File: src/rtl/uart_pkg.sv
// Shared types and helpers for the UART receive and transmit paths.
package uart_pkg;

    localparam int UART_DATA_W = 8;

    typedef enum logic [2:0] {
        IDLE,
        START,
        DATA,
        STOP,
        WAIT_IDLE
    } rx_state_t;

    // Two-of-three vote used to reject single-sample noise around mid-bit.
    function automatic logic maj3(input logic a, input logic b, input logic c);
        return (a & b) | (a & c) | (b & c);
    endfunction

endpackage

File: src/rtl/uart_sync2.sv
// Two-flop synchronizer for an asynchronous single-bit input.
// The reset value is a parameter so an idle-high serial line does not
// look like a start bit while reset is released.
module uart_sync2 #(
    parameter logic RST_VAL = 1'b1
) (
    input  logic clk,
    input  logic rst_n,
    input  logic d_i,
    output logic q_o
);

    logic meta_q;
    logic sync_q;

    // Two-stage capture of the asynchronous input.
    always_ff @(posedge clk) begin
        if (!rst_n) begin
            meta_q <= RST_VAL;
            sync_q <= RST_VAL;
        end else begin
            meta_q <= d_i;
            sync_q <= meta_q;
        end
    end

    assign q_o = sync_q;

endmodule

File: src/rtl/uart_rx_byte.sv
// 8N1 serial receiver: majority-voted mid-bit sampling, LSB first,
// registered byte output with single-cycle valid / framing-error strobes.
//
// state     | meaning
// ----------+---------------------------------------------------------------
// IDLE      | line idle, waiting for rxs low
// START     | validating the start bit; a high vote at mid-bit aborts
// DATA      | shifting in 8 data bits, LSB first
// STOP      | voting the stop bit; acts at mid-bit to catch back-to-back frames
// WAIT_IDLE | stop bit was low (break/noise); hold until the line goes high
module uart_rx_byte
    import uart_pkg::*;
#(
    parameter int CLKS_PER_BIT = 87
) (
    input  logic                   clk,
    input  logic                   rst_n,
    input  logic                   rx_i,
    output logic [UART_DATA_W-1:0] data_o,
    output logic                   valid_o,
    output logic                   frame_err_o,
    output logic                   busy_o
);

    localparam int CNT_W = $clog2(CLKS_PER_BIT);
    localparam int HALF  = CLKS_PER_BIT / 2;

    localparam logic [CNT_W-1:0] CNT_ONE  = CNT_W'(1);
    localparam logic [CNT_W-1:0] CNT_LAST = CNT_W'(CLKS_PER_BIT - 1);
    localparam logic [CNT_W-1:0] CNT_S0   = CNT_W'(HALF - 1);
    localparam logic [CNT_W-1:0] CNT_S1   = CNT_W'(HALF);
    localparam logic [CNT_W-1:0] CNT_DEC  = CNT_W'(HALF + 1);

    logic rxs;

    rx_state_t              state_q, state_d;
    logic [CNT_W-1:0]       cnt_q, cnt_d;
    logic [2:0]             idx_q, idx_d;
    logic [UART_DATA_W-1:0] shreg_q, shreg_d;
    logic                   samp0_q, samp0_d;
    logic                   samp1_q, samp1_d;
    logic [UART_DATA_W-1:0] data_q, data_d;
    logic                   valid_q, valid_d;
    logic                   ferr_q, ferr_d;
    logic                   busy_q, busy_d;

    logic at_dec;
    logic at_last;
    logic bit_dec;

    uart_sync2 #(.RST_VAL(1'b1)) u_sync (
        .clk   (clk),
        .rst_n (rst_n),
        .d_i   (rx_i),
        .q_o   (rxs)
    );

    // The third sample is the live rxs, so the vote resolves at HALF+1.
    assign at_dec  = (cnt_q == CNT_DEC);
    assign at_last = (cnt_q == CNT_LAST);
    assign bit_dec = maj3(samp0_q, samp1_q, rxs);

    // State, datapath and output registers.
    always_ff @(posedge clk) begin
        if (!rst_n) begin
            state_q <= IDLE;
            cnt_q   <= '0;
            idx_q   <= '0;
            shreg_q <= '0;
            samp0_q <= 1'b1;
            samp1_q <= 1'b1;
            data_q  <= '0;
            valid_q <= 1'b0;
            ferr_q  <= 1'b0;
            busy_q  <= 1'b0;
        end else begin
            state_q <= state_d;
            cnt_q   <= cnt_d;
            idx_q   <= idx_d;
            shreg_q <= shreg_d;
            samp0_q <= samp0_d;
            samp1_q <= samp1_d;
            data_q  <= data_d;
            valid_q <= valid_d;
            ferr_q  <= ferr_d;
            busy_q  <= busy_d;
        end
    end

    // Next-state, bit timing, sampling and shift register.
    always_comb begin
        state_d = state_q;
        cnt_d   = cnt_q;
        idx_d   = idx_q;
        shreg_d = shreg_q;
        samp0_d = samp0_q;
        samp1_d = samp1_q;

        if (cnt_q == CNT_S0) samp0_d = rxs;
        if (cnt_q == CNT_S1) samp1_d = rxs;

        unique case (state_q)
            IDLE: begin
                cnt_d = '0;
                // The detecting cycle is bit-cycle 0, so START begins at 1.
                if (!rxs) begin
                    state_d = START;
                    cnt_d   = CNT_ONE;
                end
            end
            START: begin
                cnt_d = cnt_q + CNT_ONE;
                if (at_dec && bit_dec) begin
                    state_d = IDLE;
                    cnt_d   = '0;
                end else if (at_last) begin
                    state_d = DATA;
                    cnt_d   = '0;
                    idx_d   = '0;
                end
            end
            DATA: begin
                cnt_d = cnt_q + CNT_ONE;
                if (at_dec) shreg_d = {bit_dec, shreg_q[UART_DATA_W-1:1]};
                if (at_last) begin
                    cnt_d = '0;
                    idx_d = idx_q + 3'd1;
                    if (idx_q == 3'd7) state_d = STOP;
                end
            end
            STOP: begin
                cnt_d = cnt_q + CNT_ONE;
                if (at_dec) begin
                    cnt_d   = '0;
                    state_d = bit_dec ? IDLE : WAIT_IDLE;
                end
            end
            WAIT_IDLE: begin
                cnt_d = '0;
                if (rxs) state_d = IDLE;
            end
            default: begin
                state_d = IDLE;
                cnt_d   = '0;
            end
        endcase
    end

    // Output strobes and byte latch, registered next cycle.
    always_comb begin
        data_d  = data_q;
        valid_d = 1'b0;
        ferr_d  = 1'b0;
        busy_d  = (state_q != IDLE);
        if ((state_q == STOP) && at_dec) begin
            if (bit_dec) begin
                data_d  = shreg_q;
                valid_d = 1'b1;
            end else begin
                ferr_d = 1'b1;
            end
        end
    end

    assign data_o      = data_q;
    assign valid_o     = valid_q;
    assign frame_err_o = ferr_q;
    assign busy_o      = busy_q;

endmodule

File: config.mk
export PLATFORM = sky130hd
export DESIGN_NAME = uart_rx_byte
export DESIGN_NICKNAME = d
export VERILOG_FILES = /design/src/rtl/uart_pkg.sv /design/src/rtl/uart_sync2.sv /design/src/rtl/uart_rx_byte.sv
export SDC_FILE = /design/constraint.sdc
export NUM_CORES = 1
export LEC_CHECK = 0
export ABC_AREA = 0
export CORE_MARGIN = 5
export CORE_UTILIZATION = 55
export CTS_CLUSTER_SIZE = 14
export DETAILED_ROUTE_END_ITERATION = 6
export PLACE_DENSITY = 0.77
export SYNTH_ARGS = -nofsm -noshare
export SYNTH_HDL_FRONTEND = slang
export SYNTH_SLANG_ARGS = --single-unit
File: constraint.sdc
create_clock -name clk -period 2.49 [get_ports clk]
set_input_delay 0.747 -clock clk [delete_from_list [all_inputs] [get_ports clk]]
set_output_delay 0.747 -clock clk [all_outputs]
set_load 0.03 [all_outputs]
==> summary.log, run 1 <==
qor: logic_synthesis.ys_warn_count 0
qor: sta.fin_crit 2110 ps
qor: logic_synthesis.netlist_area 1540 sq um
qor: global_route.antenna_violations_before_repair 0
qor: floorplan.die-area 3960 sq um
qor: sta.fmax 475 MHz
qor: setup_path.worst-endpoint-arrival 1360 ps
qor: clock_tree.postCtsResizedCells 0
qor: routing.first_iter_violations 35
qor: pwr.power-per-cell-area 579 nW/um^2
qor: floorplan.floorplan.die.height 62.9 microns
qor: global_route.gr_overflow_total 0
qor: finish.n_antenna_cell 0
qor: sta.final_min_period_over_clock_period 0.846
qor: finish.fillCellCount 244
qor: clock_tree.cts.sinks 36
qor: sta.unrepaired_setup_endpoints_after_global_routing no
qor: clock_tree.cts_hold_buf 0
qor: routing.first_pass_iters 4
qor: clock_tree.cts_tree done
qor: clock_tree.cts_setup_buffers 0
qor: sta.number_of_endpoints_with_negative_hold_slack_in_the_final_report 0
qor: logic_synthesis.ys_ff_latch 36
qor: clock_tree.cts.path.max_buffers 2
qor: setup_path.path_max_fanout 2
qor: logic_synthesis.netlist_cell_types 34
qor: setup_path.cpMaxStageDelayCell clkdlybuf4s50_1
qor: logic_synthesis.seq_area_frac_synth 0.468
qor: setup_path.cp_num_buf_inv 1
qor: floorplan.floorplan.initialDensity 0.568
qor: sta.setup_ws_final 383 ps
qor: finish.num-nets-final 183
qor: logic_synthesis.most_common_cell_in_the_synthesized_netlist dfxtp_1
qor: routing.drtAntennaViolNets 0
qor: finish.fin_util 0.659
qor: sta.timing.setup.tns 0 ps
qor: sta.final.setup_skew 12.7 ps
qor: pwr.share_clk_of_total_power 0.395
qor: logic_synthesis.synth_largest_area_cell dfxtp_1
qor: sta.hold_ws 432 ps
qor: setup_path.required_time_worst_endpoint 1740 ps
qor: pwr.max-vdd-ir-drop 455 uV
qor: setup_path.path_cells clkdlybuf4s50_1
qor: routing.met3WireLength 114 microns
qor: pwr.share_of_total_power_in_sequential_cells 0.569
qor: pwr.total_switching_power 0.229 mW
qor: place.post-place-ws 331 ps
qor: min_path.hp_class register to register
qor: place.dp_hpwl 2020 microns
qor: setup_path.criticalPathCategory register to output pin
qor: routing.detailroute.wirelength.met2 1320 microns
qor: finish.flow.area_growth_from_synthesis 15.9%
qor: logic_synthesis.syn-mean-instance-area 9.75 sq um
qor: routing.detail_route.vias_per_cell 5.48
qor: run_status.status complete, no violations
qor: global_route.grt_max_degree 19
qor: routing.routed_wirelength 2730 microns
qor: routing.wire_per_inst 13.2 microns
qor: finish.postLayoutCellArea 1790 sq um
qor: sta.max-slew-margin-rel 0.672
qor: pwr.p_int 0.806 mW
qor: floorplan.io-pin-count 14
qor: pwr.p_sw_frac 0.221
qor: routing.uppermost_layer_routed met4
qor: setup_path.critical_path.top_delay_family buffers and inverters
qor: global_route.grt_first_pass_wirelength 4750 microns
qor: routing.wirelength_met1 1250 microns
qor: finish.share_of_final_layout_standard_cells_stronger_than_drive_strength_1 0.108
qor: floorplan.placeableCoreArea 2710 sq um
qor: clock_tree.clock_edge_transition_at_the_registers_on_the_reported_setup_and_hold_paths 120 ps
qor: pwr.power.combinational.fraction 0.036
qor: floorplan.die_extent_in_x 62.9 microns
qor: clock_tree.tritoncts.num_buffers 5
qor: pwr.leakage 0.648 nW
qor: logic_synthesis.mappedNetlistNets 166
qor: routing.vias 1135
qor: logic_synthesis.yosys-top-cells-count dfxtp_1 (36), nor2_1 (27), mux2i_1 (19)
qor: clock_tree.cts_root_buf clkbuf_4
qor: clock_tree.cts_htree_levels 2
qor: place.weighted_congestion_reported_at_the_end_of_routability_driven_placement 0.732
qor: sta.slew_viol_final 0
qor: logic_synthesis.synth-edff-count 0
qor: setup_path.endpoint_kind output pin
qor: global_route.gr-usage-all-layers 0.152
qor: logic_synthesis.ys_top_cells_by_area dfxtp_1 (47%), mux2i_1 (12%), nor2_1 (6.6%)
qor: global_route.vias_in_the_first_global_route 1107
qor: run.drv_cap 0
qor: place.numPortBuffers 13
qor: setup_path.worst_path_largest_cell_delay 670 ps
qor: logic_synthesis.async_reset_ff_frac 0
qor: logic_synthesis.netlist_instances 158
qor: sta.setup-violations-final 0
qor: clock_tree.clk_latency 340 ps
qor: routing.route.detailed.drc 0
qor: place.post_dp_cell_area 1710 sq um
qor: setup_path.worst_setup_path_start_kind register
qor: logic_synthesis.synthFlopType dfxtp_1
qor: floorplan.placementRows 19
qor: sta.tightestPinTransition 490 ps
qor: logic_synthesis.proportion_of_netlist_area_held_by_the_largest_area_contributor 0.468
==> logic make-up (layout without fill, tap and decap cells) <==
logic type | Yosys count | after routing | share of synthesized area
compound gates | 13 | 13 | 0.0650
xor+xnor | 6 | 6 | 0.0341
fa+ha+maj | 6 | 6 | 0.0479
buf+inv | 13 | 31 | 0.0317
flops | 36 | 36 | 0.468
mux | 20 | 20 | 0.131
simple gates | 64 | 64 | 0.223
==> cell usage in the layout (no fill, tap or decap) <==
| master | netlist | routed |
|---|---|---|
| and4bb_2 | 1 | 1 |
| nor3_1 | 2 | 2 |
| and3_2 | 1 | 1 |
| dfxtp_1 | 36 | 36 |
| and3_1 | 1 | 1 |
| bufinv_16 | 0 | 1 |
| a22o_1 | 2 | 2 |
| clkinv_2 | 0 | 1 |
| nor4_1 | 4 | 4 |
| a211oi_1 | 1 | 1 |
| ha_1 | 5 | 5 |
| o32a_1 | 1 | 1 |
| a21oi_1 | 2 | 2 |
| nor2_1 | 27 | 27 |
| nand3_1 | 9 | 9 |
| o31ai_1 | 1 | 1 |
| inv_1 | 8 | 8 |
| maj3_2 | 1 | 1 |
| nor3_4 | 1 | 1 |
| nand2_2 | 1 | 1 |
| mux2i_1 | 19 | 19 |
| o21a_1 | 1 | 1 |
| buf_4 | 0 | 2 |
| xnor2_1 | 1 | 1 |
| a211o_1 | 1 | 1 |
| clkdlybuf4s50_1 | 0 | 13 |
| nor3b_4 | 1 | 1 |
| clkbuf_4 | 0 | 5 |
| a311o_1 | 1 | 1 |
| nand2b_1 | 3 | 3 |
| o22ai_1 | 1 | 1 |
| or3_1 | 1 | 1 |
| nor4_4 | 1 | 1 |
| and3b_2 | 1 | 1 |
| xor2_1 | 5 | 5 |
| nand2_1 | 10 | 10 |
| o211ai_1 | 2 | 2 |
| clkinvlp_4 | 0 | 1 |
| mux2_2 | 1 | 1 |
==> power by group through the flow <==
| stage | registers [mW] | clock network [mW] | logic (mW) |
|---|---|---|---|
| after floorplan | 0.599 | 0 | 0.0277 |
| after global placement | 0.601 | 0 | 0.0361 |
| after detailed placement | 0.601 | 0 | 0.0378 |
| after CTS | 0.588 | 0.421 | 0.0380 |
| after global routing | 0.590 | 0.444 | 0.0425 |
| final | 0.588 | 0.409 | 0.0375 |
==> final cells by class <==
| class | instances | area [sq um] | share of cell area |
|---|---|---|---|
| multi-input combinational | 109 | 771 | 0.432 |
| sequential | 36 | 721 | 0.404 |
| timing repair buffer | 15 | 145 | 0.0813 |
| clock inverter | 3 | 42.5 | 0.0238 |
| tap | 31 | 38.8 | 0.0217 |
| clock buffer | 5 | 37.5 | 0.0210 |
| inverter | 8 | 30.0 | 0.0168 |
==> per-layer routing <==
metal  vias up  track usage
li1        582            -
met1       531        0.164
met2        17        0.255
met3         5       0.0755
met4         0       0.0557
met5         -            0
==> registers in the layout, indices dropped and copies added (netlist names) <==
name / cells
idx_q: 3
shreg_q: 8
frame_err_o: 1
busy_o: 1
u_sync.meta_q: 1
data_o: 8
u_sync.q_o: 1
cnt_q: 7
samp1_q: 1
state_q: 3
samp0_q: 1
valid_o: 1
==> metrics by stage <==
stage	total power, mW	cells
6_report	1.03	207
5_1_grt	1.08	207
4_1_cts	1.05	207
3_5_place_dp	0.639	199
3_3_place_gp	0.637	199
2_1_floorplan	0.627	158
==> final timing paths <==
path	from	to	slack (ps)	cells after the start
setup / recovery	data_o[2]	data_o[2]	380	1
hold / removal	u_sync.meta_q	u_sync.q_o	430	1
setup reg to reg	cnt_q[0]	idx_q[0]	520	7
hold reg to reg	u_sync.meta_q	u_sync.q_o	430	1
(Power assumes the default switching activity.)
==> inputs of run 2 (changes only) <==
==> constraint.sdc (replaced) <==
create_clock -name clk -period 2 [get_ports clk]
set_input_delay 0.6 -clock clk [delete_from_list [all_inputs] [get_ports clk]]
set_output_delay 0.6 -clock clk [all_outputs]
set_load 0.03 [all_outputs]
==> run 2 against run 1 <==
  * Clock power is essentially flat
  * Critical path type unchanged
  * Sequential share of layout area shrank 1.4 points
  * Critical path depth is the same
  * Routed wire length grew 6.2%
  * Largest cell class unchanged
  * Highest routed layer unchanged
  * Largest power group unchanged
==> summary.log, run 2 (same netlist as run 1, synthesis figures left out) <==
qor: run_status.status complete, no violations [unchanged]
qor: clock_tree.cts_setup_buffers 0 [unchanged]
qor: global_route.grt_first_pass_wirelength 4900 microns [was 4750 microns]
qor: setup_path.cpMaxStageDelayCell clkdlybuf4s50_1 [unchanged]
qor: setup_path.crit-reg2reg-launch u_sync.q_o [was cnt_q[0]]
qor: finish.layout_commonest_cell dfxtp_1 [unchanged]
qor: finish.postLayoutCellArea 1850 sq um [was 1790 sq um]
qor: setup_path.regToRegSetupSlack 160 ps [was 520 ps]
qor: place.numPortBuffers 13 [unchanged]
qor: floorplan.placementRows 19 [unchanged]
qor: run.drv_cap 0 [unchanged]
qor: clock_tree.cts_htree_levels 2 [unchanged]
qor: routing.detail_route.vias_per_cell 5.54 [was 5.48]
qor: pwr.leakage 0.831 nW [was 0.648 nW]
qor: sta.tightestPinTransition 461 ps [was 490 ps]
qor: sta.fin_crit 1940 ps
qor: global_route.gr_overflow_total 0 [unchanged]
qor: floorplan.floorplan.die.height 62.9 microns [unchanged]
qor: sta.slew_viol_final 0 [unchanged]
qor: place.dp_cells 207 [was 199]
qor: routing.drtAntennaViolNets 0 [unchanged]
qor: sta.fmax 515 MHz
qor: sta.unrepaired_setup_endpoints_after_global_routing no [unchanged]
qor: setup_path.worst_setup_path_start_kind register [unchanged]
qor: pwr.p_total 1.20 mW [was 1.03 mW]
qor: global_route.grt_util_met2 0.246 [was 0.255]
qor: routing.route.detailed.drc 0 [unchanged]
qor: clock_tree.clk_latency 350 ps [was 340 ps]
qor: routing.first_iter_violations 47 [was 35]
qor: finish.fin_util 0.682 [was 0.659]
qor: routing.wire_per_inst 13.5 microns [was 13.2 microns]
qor: clock_tree.cts_tree done [unchanged]
qor: setup_path.path_max_fanout 1 [was 2]
qor: clock_tree.cts.sinks 36 [unchanged]
qor: global_route.vias_in_the_first_global_route 1131 [was 1107]
qor: sta.final.setup_skew 9.89 ps [was 12.7 ps]
qor: clock_tree.clock_edge_transition_at_the_registers_on_the_reported_setup_and_hold_paths 100 ps [was 120 ps]
qor: setup_path.critical_path.endpoint valid_o [was data_o[2]]
qor: setup_path.worst_path_largest_cell_delay 660 ps [was 670 ps]
qor: sta.number_of_endpoints_with_negative_hold_slack_in_the_final_report 0 [unchanged]
qor: global_route.busiest_layer met2 [unchanged]
qor: routing.vias 1192 [was 1135]
qor: setup_path.cp_num_buf_inv 1 [unchanged]
qor: pwr.power-per-cell-area 647 nW/um^2 [was 579 nW/um^2]
qor: global_route.gr-usage-all-layers 0.152 [about the same]
qor: pwr.max-vdd-ir-drop 703 uV [was 455 uV]
qor: finish.n_antenna_cell 0 [unchanged]
qor: place.post_dp_cell_area 1770 sq um [was 1710 sq um]
qor: finish.num-nets-final 191 [was 183]
qor: clock_tree.cts_root_buf clkbuf_4 [unchanged]
qor: floorplan.floorplan.initialDensity 0.568 [unchanged]
qor: setup_path.critical_path.top_delay_family buffers and inverters [unchanged]
qor: floorplan.placeableCoreArea 2710 sq um [unchanged]
qor: setup_path.worst_r2r_endpoint idx_q[0] [unchanged]
qor: setup_path.criticalPathCategory register to output pin [unchanged]
qor: setup_path.required_time_worst_endpoint 1400 ps [was 1740 ps]
qor: finish.share_of_final_layout_standard_cells_stronger_than_drive_strength_1 0.141 [was 0.108]
qor: setup_path.endpoint_kind output pin [unchanged]
qor: setup_path.critical_path_cell_count 1 [unchanged]
qor: floorplan.io-pin-count 14 [unchanged]
qor: place.weighted_congestion_reported_at_the_end_of_routability_driven_placement 0.799 [was 0.732]
qor: global_route.grt.met3_usage 0.0647 [was 0.0755]
qor: finish.regArea 721 sq um [unchanged]
qor: min_path.hp_class register to register [unchanged]
qor: floorplan.die_extent_in_x 62.9 microns [unchanged]
qor: clock_tree.cts.path.max_buffers 2 [unchanged]
qor: finish.fillCellCount 242 [was 244]
qor: global_route.grt_util_met1 0.180 [was 0.164]
qor: place.dp_hpwl 2100 microns [was 2020 microns]
qor: sta.final_min_period_over_clock_period 0.971
qor: finish.layout_common_cells dfxtp_1 (36), nor2_1 (27), mux2i_1 (19), nand2_1 (10), buf_4 (10) [was dfxtp_1 (36), nor2_1 (27), mux2i_1 (19), clkdlybuf4s50_1 (13), nand2_1 (10)]
qor: finish.instances_no_fill 215 [was 207]
qor: global_route.antenna_violations_before_repair 0 [unchanged]
qor: setup_path.timing.critical_path.from valid_o [was data_o[2]]
qor: finish.multi_input_area 771 sq um [unchanged]
qor: sta.max-slew-margin-rel 0.690 [was 0.672]
qor: routing.first_pass_iters 4 [unchanged]
qor: setup_path.ff2ff_path_depth 5 [was 7]
qor: finish.flow.area_growth_from_synthesis 20.0% [was 15.9%]
qor: sta.timing.setup.tns 0 ps [unchanged]
qor: global_route.grt_max_degree 12 [was 19]
qor: setup_path.path_cells clkdlybuf4s50_1 [unchanged]
qor: clock_tree.tritoncts.num_buffers 5 [unchanged]
qor: routing.routed_wirelength 2900 microns [was 2730 microns]
qor: floorplan.die-area 3960 sq um [unchanged]
qor: setup_path.worst-endpoint-arrival 1340 ps [was 1360 ps]
qor: sta.setup-violations-final 0 [unchanged]
## run 2: cell count changes in the layout (fill, tap and decap cells not counted)
cell and delta:
buf_4 +8, clkbuf_1 +1, dlymetal6s2s_1 +8, clkinv_2 -1
clkdlybuf4s50_1 -8, bufinv_16 -1, clkbuf_8 +1
## run 2: worst min path at each step
stage / startpoint / to / slack, ps / cells after the start
after floorplan: u_sync.meta_q / u_sync.q_o / 390 / 1
after global placement: u_sync.meta_q / u_sync.q_o / 400 / 1
after detailed placement: u_sync.meta_q / u_sync.q_o / 410 / 1
after CTS: u_sync.meta_q / u_sync.q_o / 440 / 1
after global routing: u_sync.meta_q / u_sync.q_o / 450 / 1
final: u_sync.meta_q / u_sync.q_o / 430 / 1
## run 2: metrics by stage
stage	hold slack (ps)	worst slack, ps
after floorplan	386	207
after global placement	398	201
after detailed placement	415	84.2
after CTS	440	1.70
after global routing	454	2.37
final	430	58.5
## run 2: worst register-to-register path, cell delays in order, from the launching register on
cell and delay (ps):
dfxtp_1 360, maj3_2 380, a311o_1 400, a211oi_1 250, nor2_1 100, mux2_2 270
## run 2: report_power, final
| part | leakage (nW) | total, mW | switching [mW] | internal, mW |
|---|---|---|---|---|
| clock network | 0.0315 | 0.408 | 0.236 | 0.172 |
| registers | 0.291 | 0.729 | 0.00588 | 0.723 |
| logic | 0.508 | 0.0586 | 0.0333 | 0.0253 |
## run 2: metal layers
| metal | up-vias | part of all wire |
|---|---|---|
| met3 | 3 | 0.055 |
| met1 | 559 | 0.48 |
| met4 | 0 | 0.012 |
| met2 | 30 | 0.46 |
| met5 | - | 0 |
| li1 | 600 | - |
## run 2: repair_timing
action                                  in CTS  in global routing
gates resized for setup                      0                  8
hold buffers                                 0                  0
hold endpoints to repair                     0                  0
endpoints found under the setup margin       0                  8
## run 2: cell type report
class | instances | share of cell area
clock buffers | 7 | 0.0298
clock inverters | 1 | 0.00406
inverters | 8 | 0.0162
multi-input cells | 109 | 0.417
flip-flops and latches | 36 | 0.390
well taps | 31 | 0.0210
repair buffers | 23 | 0.122
==> inputs of run 3 (changes only) <==
--- a/config.mk
+++ b/config.mk
@@ -7,10 +7,10 @@
 export LEC_CHECK = 0
 export ABC_AREA = 0
 export CORE_MARGIN = 5
-export CORE_UTILIZATION = 55
+export CORE_UTILIZATION = 40
 export CTS_CLUSTER_SIZE = 14
 export DETAILED_ROUTE_END_ITERATION = 6
-export PLACE_DENSITY = 0.77
+export DONT_BUFFER_PORTS = 1
 export SYNTH_ARGS = -nofsm -noshare
 export SYNTH_HDL_FRONTEND = slang
 export SYNTH_SLANG_ARGS = --single-unit
==> run 3 against run 2 <==
  * First-iteration DRC count is 89% higher
  * Sequential power hardly changed
  * Cell area is 6.1% lower
  * Via count is 6.8% lower
  * Critical path depth is 4 higher
  * Total power is 17% higher
  * Core utilization is 21 points lower
  * Combinational power is 25% lower
  * Global-route usage is 3.1 points lower
  * Non-clock buffer count is 17 lower
  * Cell count stayed put
  * Critical endpoint is now idx_q[0]
  * Largest cell class unchanged
  * Largest power group unchanged
==> summary.log, run 3 (same netlist as run 1, synthesis figures left out) <==
qor: run_status.status complete, no violations [unchanged]
qor: finish.fillCellCount 343 [was 242]
qor: pwr.total_switching_power 0.287 mW [was 0.275 mW]
qor: floorplan.placeableCoreArea 3690 sq um [was 2710 sq um]
qor: clock_tree.clk_latency 290 ps [was 350 ps]
qor: min_path.hp_class input port to register [was register to register]
qor: finish.fin_util 0.470 [was 0.682]
qor: routing.routed_wirelength 2730 microns [was 2900 microns]
qor: pwr.share_of_total_power_in_sequential_cells 0.524 [was 0.610]
qor: place.numPortBuffers 0 [was 13]
qor: sta.unrepaired_setup_endpoints_after_global_routing no [unchanged]
qor: sta.max-slew-margin-rel 0.698 [was 0.690]
qor: routing.first_iter_violations 89 [was 47]
qor: routing.route.detailed.drc 0 [unchanged]
qor: setup_path.criticalPathCategory register to register [was register to output pin]
qor: global_route.antenna_violations_before_repair 0 [unchanged]
qor: floorplan.io-pin-count 14 [unchanged]
qor: clock_tree.cts_root_buf clkbuf_8 [was clkbuf_4]
qor: finish.layout_common_cells dfxtp_1 (35), nor2_1 (27), mux2i_1 (19), nand2_1 (10), nand3_1 (9) [was dfxtp_1 (36), nor2_1 (27), mux2i_1 (19), nand2_1 (10), buf_4 (10)]
qor: pwr.p_sw_frac 0.206 [was 0.230]
qor: setup_path.worst_path_largest_cell_delay 380 ps [was 660 ps]
qor: setup_path.path_cells maj3_2, a311o_1, a211oi_1, nor2_1, mux2_2 [was clkdlybuf4s50_1]
qor: finish.postLayoutCellArea 1740 sq um [was 1850 sq um]
qor: pwr.power-per-cell-area 805 nW/um^2 [was 647 nW/um^2]
qor: clock_tree.cts_setup_buffers 0 [unchanged]
qor: setup_path.required_time_worst_endpoint 2180 ps [was 1400 ps]
qor: floorplan.floorplan.initialDensity 0.418 [was 0.568]
qor: finish.n_antenna_cell 0 [unchanged]
qor: setup_path.worst_setup_path_start_kind register [unchanged]
qor: sta.fmax 549 MHz [was 515 MHz]
qor: sta.setup-violations-final 0 [unchanged]
qor: global_route.grt_max_degree 19 [was 12]
qor: setup_path.cp_num_buf_inv 0 [was 1]
qor: finish.num-nets-final 174 [was 191]
qor: sta.number_of_endpoints_with_negative_hold_slack_in_the_final_report 0 [unchanged]
qor: setup_path.worst-endpoint-arrival 2010 ps [was 1340 ps]
qor: sta.setup_ws_final 177 ps [was 58.5 ps]
qor: clock_tree.clock_edge_transition_at_the_registers_on_the_reported_setup_and_hold_paths 70 ps [was 100 ps]
qor: finish.share_of_final_layout_standard_cells_stronger_than_drive_strength_1 0.138 [was 0.141]
qor: global_route.grt_first_pass_wirelength 4880 microns [was 4900 microns]
qor: global_route.gr-usage-all-layers 0.121 [was 0.152]
qor: setup_path.endpoint_kind register [was output pin]
qor: place.post_dp_cell_area 1630 sq um [was 1770 sq um]
qor: global_route.vias_in_the_first_global_route 1083 [was 1131]
qor: sta.final_min_period_over_clock_period 0.911 [was 0.971]
qor: place.dp_hpwl 1970 microns [was 2100 microns]
qor: floorplan.die_extent_in_x 72.1 microns [was 62.9 microns]
qor: sta.timing.setup.tns 0 ps [unchanged]
qor: place.weighted_congestion_reported_at_the_end_of_routability_driven_placement 0.803 [was 0.799]
qor: setup_path.path_max_fanout 6 [was 1]
qor: floorplan.die-area 5190 sq um [was 3960 sq um]
qor: clock_tree.cts.path.max_buffers 2 [unchanged]
qor: global_route.gr_overflow_total 0 [unchanged]
qor: routing.wire_per_inst 12.7 microns [was 13.5 microns]
qor: clock_tree.tritoncts.num_buffers 5 [unchanged]
qor: pwr.p_int 1.11 mW [was 0.920 mW]
qor: clock_tree.cts.sinks 36 [unchanged]
qor: setup_path.critical_path.top_delay_family compound AO/OA/AOI/OAI gates [was buffers and inverters]
qor: routing.vias 1111 [was 1192]
qor: sta.final.setup_skew 9.91 ps [was 9.89 ps]
qor: pwr.max-vdd-ir-drop 425 uV [was 703 uV]
qor: clock_tree.cts_hold_buf 0 [unchanged]
qor: setup_path.cpMaxStageDelayCell maj3_2 [was clkdlybuf4s50_1]
qor: floorplan.placementRows 22 [was 19]
qor: finish.flow.area_growth_from_synthesis 12.7% [was 20.0%]
qor: pwr.share_clk_of_total_power 0.445 [was 0.341]
qor: clock_tree.cts_htree_levels 2 [unchanged]
qor: sta.fin_crit 1820 ps [was 1940 ps]
qor: place.post-place-ws 133 ps [was 84.2 ps]
qor: clock_tree.cts_tree done [unchanged]
qor: sta.slew_viol_final 0 [unchanged]
qor: routing.drtAntennaViolNets 0 [unchanged]
qor: pwr.leakage 0.639 nW [was 0.831 nW]
qor: sta.hold_ws 384 ps [was 430 ps]
qor: pwr.power.combinational.fraction 0.031 [was 0.049]
qor: run.drv_cap 0 [unchanged]
qor: clock_tree.postCtsResizedCells 0 [unchanged]
qor: floorplan.floorplan.die.height 72.1 microns [was 62.9 microns]
qor: sta.tightestPinTransition 449 ps [was 461 ps]
qor: routing.first_pass_iters 4 [unchanged]
qor: finish.layout_commonest_cell dfxtp_1 [unchanged]
qor: routing.detail_route.vias_per_cell 5.17 [was 5.54]
## run 3: changes by cell type in the layout (fill, tap and decap cells not counted), sizes merged
| cell | change |
|---|---|
| clkinv | +1 |
| dlymetal6s2s | -8 |
| bufinv | +1 |
| buf | -4 |
| clkinvlp | -1 |
| clkdlybuf4s50 | -5 |
| clkbuf | -1 |
## run 3: worst paths after layout
path                                    start          to  slack (ps)  depth (start not counted)
worst min-delay path                    rst_n     samp0_q         380                          1
worst max-delay path               u_sync.q_o    idx_q[0]         180                          5
worst min register to register  u_sync.meta_q  u_sync.q_o         410                          1
worst max register to register     u_sync.q_o    idx_q[0]         180                          5
## run 3: layout make-up
type | instances | area, sq um | share of cell area
multi-input cells | 109 | 771 | 0.444
flip-flops and latches | 36 | 722 | 0.416
clock buffers | 6 | 72.6 | 0.0418
well taps | 48 | 60.1 | 0.0346
repair buffers | 6 | 45.0 | 0.0260
clock inverters | 2 | 35.0 | 0.0202
inverters | 8 | 30.0 | 0.0173
## run 3: worst reg2reg max path, stage by stage (launching register included)
cell and delay [ps]:
dfxtp_1 350, maj3_2 380, a311o_1 380, a211oi_1 240
nor2_1 100, mux2_2 270
## run 3: stage by stage
stage                     total power [mW]  std cells
after global routing                  1.45        215
after global placement               0.791        207
after CTS                             1.42        215
after detailed placement             0.792        207
final                                 1.40        215
after floorplan                      0.780        158
## run 3: power groups by stage
| stage | clock network [mW] | registers (mW) | logic (mW) |
|---|---|---|---|
| 3_5_place_dp | 0 | 0.748 | 0.0436 |
| 3_3_place_gp | 0 | 0.748 | 0.0435 |
| 4_1_cts | 0.641 | 0.731 | 0.0439 |
| 6_report | 0.622 | 0.732 | 0.0437 |
| 2_1_floorplan | 0 | 0.746 | 0.0345 |
| 5_1_grt | 0.670 | 0.732 | 0.0503 |
## run 3: metal layers
layer	up-vias	wire, microns	global-route usage
met2	28	1250	0.185
met1	517	1240	0.146
li1	559	-	-
met4	0	83	0.0814
met3	7	155	0.0388
met5	-	0	0
